[src/rtl/cache_line_fill_axi_if.sv]
// AXI4 read-address and read-data channels between the line-fill engine (master)
// and the instruction/data memory (slave).
interface cache_line_fill_axi_if #(
    parameter int ADDR_WIDTH = 32,
    parameter int DATA_WIDTH = 32
);
    // Every channel transfers on the rising edge where valid and ready are both 1;
    // once raised, valid stays high with stable payload until that edge.
    logic [ADDR_WIDTH-1:0] m_axi_araddr;
    logic [7:0]            m_axi_arlen;
    logic [2:0]            m_axi_arsize;
    logic [1:0]            m_axi_arburst;
    logic                  m_axi_arvalid;
    logic                  m_axi_arready;
    logic [DATA_WIDTH-1:0] m_axi_rdata;
    logic [1:0]            m_axi_rresp;
    logic                  m_axi_rlast;
    logic                  m_axi_rvalid;
    logic                  m_axi_rready;

    modport master (
        output m_axi_araddr, m_axi_arlen, m_axi_arsize, m_axi_arburst, m_axi_arvalid,
        input  m_axi_arready,
        input  m_axi_rdata, m_axi_rresp, m_axi_rlast, m_axi_rvalid,
        output m_axi_rready
    );

    modport slave (
        input  m_axi_araddr, m_axi_arlen, m_axi_arsize, m_axi_arburst, m_axi_arvalid,
        output m_axi_arready,
        output m_axi_rdata, m_axi_rresp, m_axi_rlast, m_axi_rvalid,
        input  m_axi_rready
    );
endinterface

[src/rtl/cache_line_fill_axi.sv]
// Cache line-fill engine: takes one miss, issues one INCR burst for the whole line,
// assembles the beats and returns the line (with an error flag) to the cache.
module cache_line_fill_axi #(
    parameter int ADDR_WIDTH = 32,
    parameter int DATA_WIDTH = 32,
    parameter int LINE_WORDS = 4
) (
    input  logic                             clk,
    input  logic                             rst_n,
    input  logic                             miss_req_i,
    input  logic [ADDR_WIDTH-1:0]            miss_addr_i,
    output logic                             miss_gnt_o,
    output logic                             fill_valid_o,
    input  logic                             fill_ready_i,
    output logic [ADDR_WIDTH-1:0]            fill_addr_o,
    output logic [LINE_WORDS*DATA_WIDTH-1:0] fill_data_o,
    output logic                             fill_err_o,
    output logic                             busy_o,
    output logic [1:0]                       dbg_state_o,
    cache_line_fill_axi_if.master            axi
);

    typedef enum logic [1:0] {
        IDLE = 2'd0,
        ADDR = 2'd1,
        DATA = 2'd2,
        DONE = 2'd3
    } state_t;

    localparam int              OFF_BITS  = $clog2(LINE_WORDS * DATA_WIDTH / 8);
    localparam int              CNT_W     = $clog2(LINE_WORDS) + 1;
    localparam logic [CNT_W-1:0] LAST_IDX = CNT_W'(LINE_WORDS - 1);
    localparam logic [CNT_W-1:0] FULL_CNT = CNT_W'(LINE_WORDS);
    localparam logic [7:0]      AR_LEN    = 8'(LINE_WORDS - 1);
    localparam logic [2:0]      AR_SIZE   = 3'($clog2(DATA_WIDTH / 8));
    localparam logic [1:0]      AR_INCR   = 2'b01;

    state_t                          state_q, state_d;
    logic [ADDR_WIDTH-1:0]           line_addr_q;
    logic [LINE_WORDS*DATA_WIDTH-1:0] line_q;
    logic [CNT_W-1:0]                cnt_q;
    logic                            arvalid_q;
    logic                            rready_q;
    logic                            fill_valid_q;
    logic                            err_q;

    logic beat;
    logic err_set;
    logic fill_hs;

    // Next-state and per-cycle decode.
    always_comb begin
        state_d = state_q;
        beat    = rready_q & axi.m_axi_rvalid;
        fill_hs = fill_valid_q & fill_ready_i;
        // Bad response, early rlast, or a missing rlast on the last expected beat.
        err_set = beat & (axi.m_axi_rresp[1] |
                          (axi.m_axi_rlast & (cnt_q != LAST_IDX)) |
                          (~axi.m_axi_rlast & (cnt_q == LAST_IDX)));
        unique case (state_q)
            IDLE:    if (miss_req_i)             state_d = ADDR;
            ADDR:    if (axi.m_axi_arready)      state_d = DATA;
            DATA:    if (beat && axi.m_axi_rlast) state_d = DONE;
            DONE:    if (fill_hs)                state_d = IDLE;
            default:                             state_d = IDLE;
        endcase
    end

    // Control registers; valid/ready outputs are registered off the next state.
    always_ff @(posedge clk or negedge rst_n) begin
        if (!rst_n) begin
            state_q      <= IDLE;
            arvalid_q    <= 1'b0;
            rready_q     <= 1'b0;
            fill_valid_q <= 1'b0;
            line_addr_q  <= '0;
            cnt_q        <= '0;
            err_q        <= 1'b0;
        end else begin
            state_q      <= state_d;
            arvalid_q    <= (state_d == ADDR);
            rready_q     <= (state_d == DATA);
            // The line is presented one cycle after DONE entry and dropped on handshake.
            fill_valid_q <= (state_q == DONE) && (state_d == DONE);
            if (state_q == IDLE && miss_req_i)
                line_addr_q <= {miss_addr_i[ADDR_WIDTH-1:OFF_BITS], {OFF_BITS{1'b0}}};
            if (state_q == ADDR && axi.m_axi_arready)
                cnt_q <= '0;
            else if (beat && cnt_q != FULL_CNT)
                cnt_q <= cnt_q + CNT_W'(1);
            if (fill_hs)
                err_q <= 1'b0;
            else if (err_set)
                err_q <= 1'b1;
        end
    end

    // Line buffer: beats past the line length never match a word index and are dropped.
    always_ff @(posedge clk or negedge rst_n) begin
        if (!rst_n) begin
            line_q <= '0;
        end else begin
            for (int i = 0; i < LINE_WORDS; i++) begin
                if (beat && cnt_q == CNT_W'(i))
                    line_q[i*DATA_WIDTH +: DATA_WIDTH] <= axi.m_axi_rdata;
            end
        end
    end

    assign miss_gnt_o   = (state_q == IDLE) & miss_req_i;
    assign busy_o       = (state_q != IDLE);
    assign dbg_state_o  = state_q;
    assign fill_valid_o = fill_valid_q;
    assign fill_addr_o  = line_addr_q;
    assign fill_data_o  = line_q;
    assign fill_err_o   = fill_valid_q & err_q;

    assign axi.m_axi_araddr  = line_addr_q;
    assign axi.m_axi_arvalid = arvalid_q;
    assign axi.m_axi_arlen   = arvalid_q ? AR_LEN  : 8'd0;
    assign axi.m_axi_arsize  = arvalid_q ? AR_SIZE : 3'd0;
    assign axi.m_axi_arburst = arvalid_q ? AR_INCR : 2'd0;
    assign axi.m_axi_rready  = rready_q;

endmodule

[src/flat_wrapper.sv]
// flat-port wrapper written by rule: the top's interface ports become plain ports
module cache_line_fill_axi_flat 
#(
    parameter int ADDR_WIDTH = 32,
    parameter int DATA_WIDTH = 32,
    parameter int LINE_WORDS = 4
)
  (clk, rst_n, miss_req_i, miss_addr_i, miss_gnt_o, fill_valid_o, fill_ready_i, fill_addr_o, fill_data_o, fill_err_o, busy_o, dbg_state_o, axi_m_axi_araddr, axi_m_axi_arlen, axi_m_axi_arsize, axi_m_axi_arburst, axi_m_axi_arvalid, axi_m_axi_arready, axi_m_axi_rdata, axi_m_axi_rresp, axi_m_axi_rlast, axi_m_axi_rvalid, axi_m_axi_rready);
  cache_line_fill_axi_if #(.ADDR_WIDTH(ADDR_WIDTH), .DATA_WIDTH(DATA_WIDTH)) axi_i ();
  input  logic clk;
  input  logic rst_n;
  input  logic miss_req_i;
  input  logic [ADDR_WIDTH-1:0] miss_addr_i;
  output logic miss_gnt_o;
  output logic fill_valid_o;
  input  logic fill_ready_i;
  output logic [ADDR_WIDTH-1:0] fill_addr_o;
  output logic [LINE_WORDS*DATA_WIDTH-1:0] fill_data_o;
  output logic fill_err_o;
  output logic busy_o;
  output logic [1:0] dbg_state_o;
  output wire logic [$bits(axi_i.m_axi_araddr)-1:0] axi_m_axi_araddr;
  output wire logic [$bits(axi_i.m_axi_arlen)-1:0] axi_m_axi_arlen;
  output wire logic [$bits(axi_i.m_axi_arsize)-1:0] axi_m_axi_arsize;
  output wire logic [$bits(axi_i.m_axi_arburst)-1:0] axi_m_axi_arburst;
  output wire logic [$bits(axi_i.m_axi_arvalid)-1:0] axi_m_axi_arvalid;
  input wire logic [$bits(axi_i.m_axi_arready)-1:0] axi_m_axi_arready;
  input wire logic [$bits(axi_i.m_axi_rdata)-1:0] axi_m_axi_rdata;
  input wire logic [$bits(axi_i.m_axi_rresp)-1:0] axi_m_axi_rresp;
  input wire logic [$bits(axi_i.m_axi_rlast)-1:0] axi_m_axi_rlast;
  input wire logic [$bits(axi_i.m_axi_rvalid)-1:0] axi_m_axi_rvalid;
  output wire logic [$bits(axi_i.m_axi_rready)-1:0] axi_m_axi_rready;
  assign axi_m_axi_araddr = axi_i.m_axi_araddr;
  assign axi_m_axi_arlen = axi_i.m_axi_arlen;
  assign axi_m_axi_arsize = axi_i.m_axi_arsize;
  assign axi_m_axi_arburst = axi_i.m_axi_arburst;
  assign axi_m_axi_arvalid = axi_i.m_axi_arvalid;
  assign axi_i.m_axi_arready = axi_m_axi_arready;
  assign axi_i.m_axi_rdata = axi_m_axi_rdata;
  assign axi_i.m_axi_rresp = axi_m_axi_rresp;
  assign axi_i.m_axi_rlast = axi_m_axi_rlast;
  assign axi_i.m_axi_rvalid = axi_m_axi_rvalid;
  assign axi_m_axi_rready = axi_i.m_axi_rready;
  cache_line_fill_axi #(.ADDR_WIDTH(ADDR_WIDTH), .DATA_WIDTH(DATA_WIDTH), .LINE_WORDS(LINE_WORDS)) u_core (.clk(clk), .rst_n(rst_n), .miss_req_i(miss_req_i), .miss_addr_i(miss_addr_i), .miss_gnt_o(miss_gnt_o), .fill_valid_o(fill_valid_o), .fill_ready_i(fill_ready_i), .fill_addr_o(fill_addr_o), .fill_data_o(fill_data_o), .fill_err_o(fill_err_o), .busy_o(busy_o), .dbg_state_o(dbg_state_o), .axi(axi_i));
endmodule
[config.mk]
export PLATFORM = sky130hd
export DESIGN_NAME = cache_line_fill_axi_flat
export DESIGN_NICKNAME = d
export VERILOG_FILES = /design/src/rtl/cache_line_fill_axi_if.sv /design/src/rtl/cache_line_fill_axi.sv /design/src/flat_wrapper.sv
export SDC_FILE = /design/constraint.sdc
export NUM_CORES = 1
export LEC_CHECK = 0
export ABC_AREA = 1
export CAP_MARGIN = 20
export CORE_UTILIZATION = 45
export DETAILED_ROUTE_END_ITERATION = 10
export PLACE_DENSITY = 0.93
export SLEW_MARGIN = 20
export SYNTH_ARGS = -nofsm -noshare
export SYNTH_HDL_FRONTEND = slang
export SYNTH_SLANG_ARGS = --single-unit
[constraint.sdc]
create_clock -name clk -period 2.65 [get_ports clk]
set_clock_uncertainty 0.05 [all_clocks]
set_input_delay 0.795 -clock clk [delete_from_list [all_inputs] [get_ports clk]]
set_output_delay 0.795 -clock clk [all_outputs]
set_load 0.05 [all_outputs]
==> results of run 1 <==
## kinds of logic (layout without fill, tap and decap cells)
family,count (synthesis),in the layout
buf+inv,128,354
simple gates,240,240
compound gates,134,134
fa+ha+maj,5,5
flops,165,165
other cells,1,17
## cells in the final DEF, fill, tap and decap left out, types with 3 or more instances in the layout
cell type	n
buf_12	8
buf_4	6
bufinv_16	4
clkbuf_16	17
clkdlybuf4s50_1	260
clkinv_2	3
conb_1	17
dfrtp_1	165
ha_1	5
inv_1	46
nand2_1	222
nand3_1	6
nand3_4	3
o21ai_0	29
o21ai_1	29
o21ai_2	74
## path summary, 6_finish.rpt
kind                                                     from  cells after the start                                endpoint  slack (ps)
max                             u_core.fill_valid_o$_DFF_PN0_                      3                              fill_err_o          80
min reg2reg                u_core.fill_data_o[35]$_DFFE_PN0P_                      2      u_core.fill_data_o[35]$_DFFE_PN0P_         430
min in group clk           u_core.fill_data_o[35]$_DFFE_PN0P_                      2      u_core.fill_data_o[35]$_DFFE_PN0P_         430
max reg2reg                       u_core.cnt_q[0]$_DFFE_PN0P_                      5     u_core.fill_data_o[102]$_DFFE_PN0P_         810
max in group asynchronous                               rst_n                      2      u_core.fill_data_o[82]$_DFFE_PN0P_        1630
min                                                     rst_n                      1  u_core.axi.m_axi_araddr[4]$_DFFE_PN0P_         290
## sequential cells by signal, summed over array words and instances (netlist names)
register,flops
u_core.err_q,1
u_core.axi.m_axi_arvalid,1
u_core.axi.m_axi_rready,1
u_core.dbg_state_o,2
u_core.cnt_q,3
u_core.fill_valid_o,1
u_core.fill_data_o,128
u_core.axi.m_axi_araddr,28
## metrics by stage
step	area, µm²	setup slack, ps	hold WS (ps)	util	cells
floorplan	7034	593.6	441.5	-	689
global placement	9433	268.1	413.2	0.6228	1074
detailed placement	9433	248.7	416.9	0.6228	1074
CTS	10040	61.27	292.7	0.6629	1103
global route	10040	23.96	316.4	0.6629	1103
finish	10040	82.16	286.0	0.6629	1103
## layer usage
metal / share of wire / track usage / wire length (µm)
met1: 0.40 / 0.2658 / 7053
met2: 0.52 / 0.3890 / 9110
met3: 0.057 / 0.06495 / 1012
met4: 0.028 / 0.09922 / 498
met5: 0 / 0 / 0
## worst max-delay path, delay by kind of cell, from the launching register on
kind / cells / cell delay [ps]
buffers and inverters: 2 / 850
and+or+nand+nor: 1 / 70
DFF: 1 / 390
## final cells by class
cell class | instances | area, µm² | share of cell area
flip-flops and latches | 165 | 4129 | 0.4113
repair buffers | 276 | 2828 | 0.2817
multi-input cells | 396 | 2048 | 0.2040
clock buffers | 20 | 456.7 | 0.04549
well taps | 188 | 235.2 | 0.02343
inverters | 49 | 191.4 | 0.01907
clock inverters | 9 | 151.4 | 0.01508
## what timing repair did
| item | in CTS | in global routing |
|---|---|---|
| gates resized for setup | 1 | 0 |
| setup endpoints to repair | 1 | 0 |
| endpoints found under the hold margin | 0 | 0 |
| setup buffers | 0 | 0 |
==> key figures, run 1 <==
Outcome
  – Status: finished clean

Clock tree
  – Root Buffer: clkbuf_16
  – Cts hold-fix bufs: 0
  – Clock sinks: 165
  – Clock Pin Slew Worst Setup and Hold Paths: 60 ps
  – CTS tree: built
  – Total CTS buffers: 17
  – Total number of H-tree levels: 4
  – Max clock buf depth: 2
  – Clock Latency Late Sink: 410 ps

Job
  – Max Cap Violations: 0

Floorplanning
  – Initial Util: 0.4605
  – Die Width: 126.5 µm
  – Die height: 126.5 µm
  – Core area: 0.01515 mm²
  – Standard-cell row count: 45
  – DIE AREA: 0.01600 mm²
  – I/O pin cnt: 286

Synthesis
  – Synthesized area: 0.006974 mm²
  – Most common cell in the netlist: nand2_1
  – Post-synth top flop: dfrtp_1
  – Ys async rst share: 1.000
  – Synth top area share: 0.5920
  – Synth Area in Compound Gates: 0.1360
  – Top post-synthesis cells by area: dfrtp_1, nand2_1, o21ai_2, buf_4, buf_6
  – Synthesis Warnings: 0
  – Flops & latches, synth: 165
  – Post-synth EDFFs: 0
  – Simple-gate area share of the yosys netlist: 0.1396
  – Syn avg cell area: 10.36 µm²
  – Adder-cell share of the synthesized area: 0.008970
  – Post-synth cell types: 23
  – Leading area contributor after synthesis: dfrtp_1
  – Post-synthesis mux area share: 0
  – Register area share after synthesis: 0.5920
  – Xor/xnor share of the synthesized area: 0
  – Main combinational cell family by area after synthesis: simple AND/OR/NAND/NOR gates
  – Syn Inst Count: 673
  – Commonest cells in the netlist: nand2_1, dfrtp_1, o21ai_2

Finish
  – Synthesis-to-finish area growth: 43.95%
  – Layout cell share with drive strength beyond 1: 0.1388
  – Filler Cell Count: 1104
  – Final layout net count: 983
  – # diodes: 0

Detailed routing
  – Via count: 5337
  – Post-DR wirelength/cell: 16.02 µm
  – First DRT Iteration DRCs: 342
  – Post-route DRC: 0
  – Pre-antenna DRT Iters: 5
  – Drt total wl: 17670 µm
  – Antenna Violating Nets Remaining: 0
  – Vias/cell: 4.839

STA
  – Final Hold Vio Count: 0
  – Setup TNS Final: 0 ps
  – Final Max Tran Viols: 0
  – Min cycle time layout: 2568 ps
  – # setup viols final: 0
  – Worst Tran Pin Value: 668.9 ps
  – RSZ-0062 raised after global routing: false
  – Slew margin rel.: 0.5540
  – Max frequency: 389.4 MHz
  – Fin crit share: 0.9690

Worst setup path
  – Critical path endpoint category: output pin
  – CP required: 1810 ps
  – WS Path Type: reg -> out
  – Slowest-stage cell, CP: clkdlybuf4s50_1
  – Worst Path Max Fanout: 4
  – Worst-path cell chain: nand2_1 -> inv_1 -> clkdlybuf4s50_1
  – Worst setup SP type: register
  – Arrival time worst endpoint: 1720 ps
  – Worst path max stage delay: 800 ps

Global routing
  – Number of global-route vias before repair: 5288
  – Global-route wire length before repair: 27720 µm
  – GRT overflow: 0
  – Largest net degree at the start of global routing: 65
  – Initial antenna violation count: 0
  – All-Layer GR Usage: 0.2269

Placed design
  – Final HPWL DP: 12540 µm
  – Final GP Congestion: 0.8649
  – Port bufs: 263

Hold path
  – Worst min path class: in -> async
Power of run 1 is not shown: default switching activity piles up to over one toggle a cycle in this logic, so the estimate is an artifact.
==> run 2, diff against run 1 <==
- CORE_UTILIZATION: 45 -> 33
- PLACE_DENSITY: 0.93 -> 0.74
- SLEW_MARGIN: 20 -> 15
==> key figures, run 2 (synthesized netlist as in run 1, its figures left out) <==
Outcome
  – Status: finished clean

Global routing
  – Initial antenna violation count: 0 (unchanged)
  – Global-route wire length before repair: 28800 µm (+3.9%)
  – Largest net degree at the start of global routing: 55 (-15%)
  – All-Layer GR Usage: 0.1717 (-0.05520)
  – Number of global-route vias before repair: 5173 (-2.2%)
  – GRT overflow: 0 (unchanged)

Finish
  – Most common cell after layout, fill and taps aside: clkdlybuf4s50_1
  – Layout cell share with drive strength beyond 1: 0.1435 (+0.004680)
  – Final layout net count: 985 (+0.20%)
  – Final Instance Area: 0.01018 mm² (+1.4%)
  – Filler Cell Count: 1891 (+71%)
  – # diodes: 0 (unchanged)
  – Most frequent cells in the layout: clkdlybuf4s50_1, nand2_1, dfrtp_1, o21ai_2, inv_1
  – Max FFs per register: 128 (unchanged)
  – Synthesis-to-finish area growth: 46.02%

STA
  – Fin crit share: 0.9594 (-0.009600)
  – Max frequency: 393.3 MHz (+1.0%)
  – # setup viols final: 0 (unchanged)
  – RSZ-0062 raised after global routing: false
  – Slew margin rel.: 0.6168 (+0.06277)
  – Final Max Tran Viols: 0 (unchanged)
  – Min cycle time layout: 2542 ps (-25.44 ps)
  – Final Hold Vio Count: 0 (unchanged)
  – Setup TNS Final: 0 ps (unchanged)
  – Worst Tran Pin Value: 573.0 ps (-95.94 ps)

Clock tree
  – CTS tree: built
  – Root Buffer: clkbuf_16
  – Total CTS buffers: 17 (unchanged)
  – Clock Latency Late Sink: 410 ps (about the same)
  – Clock sinks: 165 (unchanged)
  – Total number of H-tree levels: 4 (unchanged)
  – Clock Pin Slew Worst Setup and Hold Paths: 70 ps (about the same)
  – Max clock buf depth: 2 (unchanged)

Worst setup path
  – Critical path endpoint category: output pin
  – R2r startpoint: u_core.cnt_q[0]$_DFFE_PN0P_
  – Reg2Reg Depth: 5 (unchanged)
  – Reg2Reg Setup Slack: 1060 ps (+250 ps)
  – Worst setup SP type: register
  – CP delay by family, top: buffers and inverters
  – Reg-to-Reg End: u_core.fill_data_o[105]$_DFFE_PN0P_
  – CP Capture Point: dbg_state_o[0]
  – Worst Path Max Fanout: 6 (+2)
  – Arrival time worst endpoint: 1700 ps (-20 ps)
  – CP Launch Point: u_core.dbg_state_o[0]$_DFF_PN0_
  – Cell depth of the worst setup path: 1 (-2)
  – Worst path bufs/invs: 1 (-1)
  – Worst-path cell chain: clkdlybuf4s50_1
  – Worst path max stage delay: 850 ps (+50 ps)
  – CP required: 1810 ps (about the same)
  – WS Path Type: reg -> out
  – Slowest-stage cell, CP: clkdlybuf4s50_1

Detailed routing
  – Vias/cell: 4.281 (-12%)
  – Post-route DRC: 0 (unchanged)
  – Drt total wl: 17780 µm (+0.57%)
  – Post-DR wirelength/cell: 14.94 µm (-6.8%)
  – Pre-antenna DRT Iters: 4 (-1)
  – Antenna Violating Nets Remaining: 0 (unchanged)
  – Via count: 5094 (-4.6%)
  – First DRT Iteration DRCs: 217 (-37%)

Floorplanning
  – Standard-cell row count: 52 (+16%)
  – Die Width: 147.4 µm (+17%)
  – Initial Util: 0.3403 (-0.1202)
  – DIE AREA: 0.02172 mm² (+36%)
  – I/O pin cnt: 286 (unchanged)
  – Core area: 0.02049 mm² (+35%)
  – Die height: 147.4 µm (+17%)

Placed design
  – Port bufs: 263 (unchanged)
  – Area after DPL: 0.009563 mm² (+1.4%)
  – Final HPWL DP: 12910 µm (+2.9%)
  – Final GP Congestion: 0.8293 (-4.1%)

Job
  – Max Cap Violations: 0 (unchanged)

Hold path
  – Worst min path class: in -> async
run 2: changes by cell type in the layout (fill, tap and decap cells not counted), moves of 2 or more:
| cell | previous run | this run |
|---|---|---|
| clkinvlp_4 | 1 | 4 |
| inv_6 | 2 | 5 |
| dlymetal6s2s_1 | 0 | 2 |
| clkinv_2 | 3 | 0 |
| clkinv_4 | 0 | 2 |
run 2: through the flow:
| step | std cells | worst slack, ps | hold WS (ps) | util |
|---|---|---|---|---|
| after global routing | 1190 | 20.84 | 293.5 | 0.4969 |
| after CTS | 1190 | 18.57 | 284.3 | 0.4966 |
| final | 1190 | 107.6 | 287.4 | 0.4969 |
| after global placement | 1158 | 231.1 | 413.1 | 0.4666 |
| after detailed placement | 1158 | 234.7 | 418.2 | 0.4666 |
| after floorplan | 689 | 593.6 | 441.5 | - |
run 2: timing repair:
action                                  CTS  global route
buffers inserted                          0             0
gates resized for setup                   0             2
hold buffers                              0             0
endpoints found under the setup margin    0             2
run 2: final cells by class:
cell class              count  area (µm²)  area share
repair buffers            278        2861      0.2810
multi-input cells         396        2048      0.2011
clock inverters            13       172.7     0.01696
well taps                 270       337.8     0.03317
flip-flops and latches    165        4129      0.4055
inverters                  49       191.4     0.01880
clock buffers              19       442.9     0.04349
run 2: routing by layer:
metal / vias up / track usage / wire length, µm
li1: 2532 / - / -
met1: 2407 / 0.2087 / 7383
met2: 144 / 0.2943 / 9098
met3: 11 / 0.05525 / 1103
met4: 0 / 0.04227 / 190
met5: - / 0 / 0
run 2: worst min path at each step:
stage / from / to / cells after the start
3_3_place_gp: u_core.fill_data_o[66]$_DFFE_PN0P_ / u_core.fill_data_o[66]$_DFFE_PN0P_ / 2
3_5_place_dp: u_core.fill_data_o[10]$_DFFE_PN0P_ / u_core.fill_data_o[10]$_DFFE_PN0P_ / 2
4_1_cts: rst_n / u_core.fill_data_o[9]$_DFFE_PN0P_ / 1
5_1_grt: rst_n / u_core.fill_data_o[9]$_DFFE_PN0P_ / 1
2_1_floorplan: u_core.err_q$_DFFE_PN0P_ / u_core.err_q$_DFFE_PN0P_ / 2
6_report: rst_n / u_core.fill_data_o[9]$_DFFE_PN0P_ / 1
Power of run 2 is left out for the same reason.
==> run 3, diff against run 2 <==
- CORE_ASPECT_RATIO: not set -> 1.25
- clock period: 2.65 -> 3 ns (I/O delays scaled with it)
==> key figures, run 3 (synthesized netlist as in run 1, its figures left out) <==
Outcome
  – Status: finished clean

Detailed routing
  – Pre-antenna DRT Iters: 4 (unchanged)
  – Post-route DRC: 0 (unchanged)
  – Drt total wl: 17660 µm (-0.66%)
  – Post-DR wirelength/cell: 14.80 µm (-0.91%)
  – First DRT Iteration DRCs: 208 (-4.1%)
  – Vias/cell: 4.345 (+1.5%)
  – Via count: 5184 (+1.8%)
  – Antenna Violating Nets Remaining: 0 (unchanged)

STA
  – Final Max Tran Viols: 0 (unchanged)
  – Worst Tran Pin Value: 685.4 ps (+112.4 ps)
  – Final Hold Vio Count: 0 (unchanged)
  – Slew margin rel.: 0.5431 (-0.07372)
  – Min cycle time layout: 2742 ps
  – RSZ-0062 raised after global routing: false
  – Max frequency: 364.6 MHz
  – # setup viols final: 0 (unchanged)
  – Fin crit share: 0.9142
  – Setup TNS Final: 0 ps (unchanged)

Worst setup path
  – Worst Path Max Fanout: 6 (unchanged)
  – Reg2Reg Depth: 4 (-1)
  – WS Path Type: reg -> out
  – CP delay by family, top: buffers and inverters
  – CP required: 2050 ps (+240 ps)
  – Cell depth of the worst setup path: 3 (+2)
  – Critical path endpoint category: output pin
  – Reg-to-Reg End: u_core.fill_data_o[125]$_DFFE_PN0P_
  – Slowest-stage cell, CP: clkdlybuf4s50_1
  – Worst-path cell chain: nor2_2 -> inv_1 -> clkdlybuf4s50_1
  – Reg2Reg Setup Slack: 1260 ps (+200 ps)
  – Worst setup SP type: register
  – Worst path max stage delay: 790 ps (-60 ps)
  – R2r startpoint: u_core.cnt_q[0]$_DFFE_PN0P_
  – Arrival time worst endpoint: 1790 ps (+90 ps)
  – Worst path bufs/invs: 2 (+1)

Finish
  – Most frequent cells in the layout: clkdlybuf4s50_1, nand2_1, dfrtp_1, o21ai_2, inv_1
  – Most common cell after layout, fill and taps aside: clkdlybuf4s50_1
  – Max FFs per register: 128 (unchanged)
  – Layout cell share with drive strength beyond 1: 0.1407 (-0.002802)
  – Filler Cell Count: 1917 (+1.4%)
  – Synthesis-to-finish area growth: 45.12%
  – Final layout net count: 982 (-0.30%)

Clock tree
  – Cts hold-fix bufs: 0 (unchanged)
  – Total number of H-tree levels: 4 (unchanged)
  – Root Buffer: clkbuf_16
  – Clock sinks: 165 (unchanged)
  – Clock Latency Late Sink: 410 ps (about the same)
  – Clock Pin Slew Worst Setup and Hold Paths: 70 ps (about the same)
  – CTS tree: built
  – Post-CTS Setup Repair Bufs: 0 (unchanged)
  – Max clock buf depth: 2 (unchanged)
  – Total CTS buffers: 17 (unchanged)
  – Post-CTS Resized: 0 (unchanged)

Global routing
  – All-Layer GR Usage: 0.1678 (-0.003962)
  – Global-route wire length before repair: 27800 µm (-3.5%)
  – Largest net degree at the start of global routing: 65 (+18%)
  – GRT overflow: 0 (unchanged)
  – Number of global-route vias before repair: 5060 (-2.2%)
  – Initial antenna violation count: 4 (+4)

Floorplanning
  – Core area: 0.02074 mm² (+1.2%)
  – Die height: 164.5 µm (+12%)
  – DIE AREA: 0.02172 mm² (about the same)
  – Die Width: 132.0 µm (-10%)
  – I/O pin cnt: 286 (unchanged)
  – Initial Util: 0.3362 (-0.004085)
  – Standard-cell row count: 59 (+13%)

Placed design
  – Final GP Congestion: 0.8147 (-1.8%)
  – Port bufs: 263 (unchanged)
  – Final HPWL DP: 12590 µm (-2.5%)

Job
  – Max Cap Violations: 0 (unchanged)

Hold path
  – Worst min path class: in -> async
==> run 3: worst max-delay path by stage <==
stage	start	end	slack (ps)
2_1_floorplan	miss_req_i	miss_gnt_o	740
3_3_place_gp	miss_req_i	miss_gnt_o	250
3_5_place_dp	miss_req_i	miss_gnt_o	250
4_1_cts	u_core.fill_valid_o$_DFF_PN0_	fill_err_o	230
5_1_grt	u_core.dbg_state_o[0]$_DFF_PN0_	busy_o	200
6_report	u_core.dbg_state_o[0]$_DFF_PN0_	busy_o	260
==> run 3: area by class of cell <==
| type | instances | area, µm² | area share |
|---|---|---|---|
| timing repair buffer | 275 | 2784 | 0.2751 |
| multi-input combinational | 396 | 2048 | 0.2024 |
| tap | 274 | 342.8 | 0.03387 |
| antenna | 2 | 5.005 | 0.0004945 |
| sequential | 165 | 4129 | 0.4080 |
| clock buffer | 18 | 429.2 | 0.04240 |
| clock inverter | 14 | 191.4 | 0.01891 |
| inverter | 49 | 191.4 | 0.01891 |
==> run 3: through the flow <==
| step | util | worst slack (ps) | cells | cell area [µm²] | hold slack, ps |
|---|---|---|---|---|---|
| floorplan | - | 739.5 | 689 | 7034 | 441.5 |
| global route | 0.4878 | 200.2 | 1192 | 10120 | 357.7 |
| CTS | 0.4877 | 230.9 | 1191 | 10120 | 354.5 |
| detailed placement | 0.4577 | 253.4 | 1159 | 9495 | 416.8 |
| global placement | 0.4577 | 251.8 | 1159 | 9495 | 413.5 |
| finish | 0.4879 | 257.5 | 1193 | 10120 | 360.5 |
==> run 3: routing by layer <==
layer	track usage	wire [µm]	vias up	part of all wire
met3	0.07366	1804	18	0.10
met5	0	23	-	0.0013
met4	0.05391	321	4	0.018
li1	-	-	2529	-
met2	0.2780	8305	219	0.47
met1	0.1946	7201	2414	0.41
Power of run 3 is left out for the same reason.
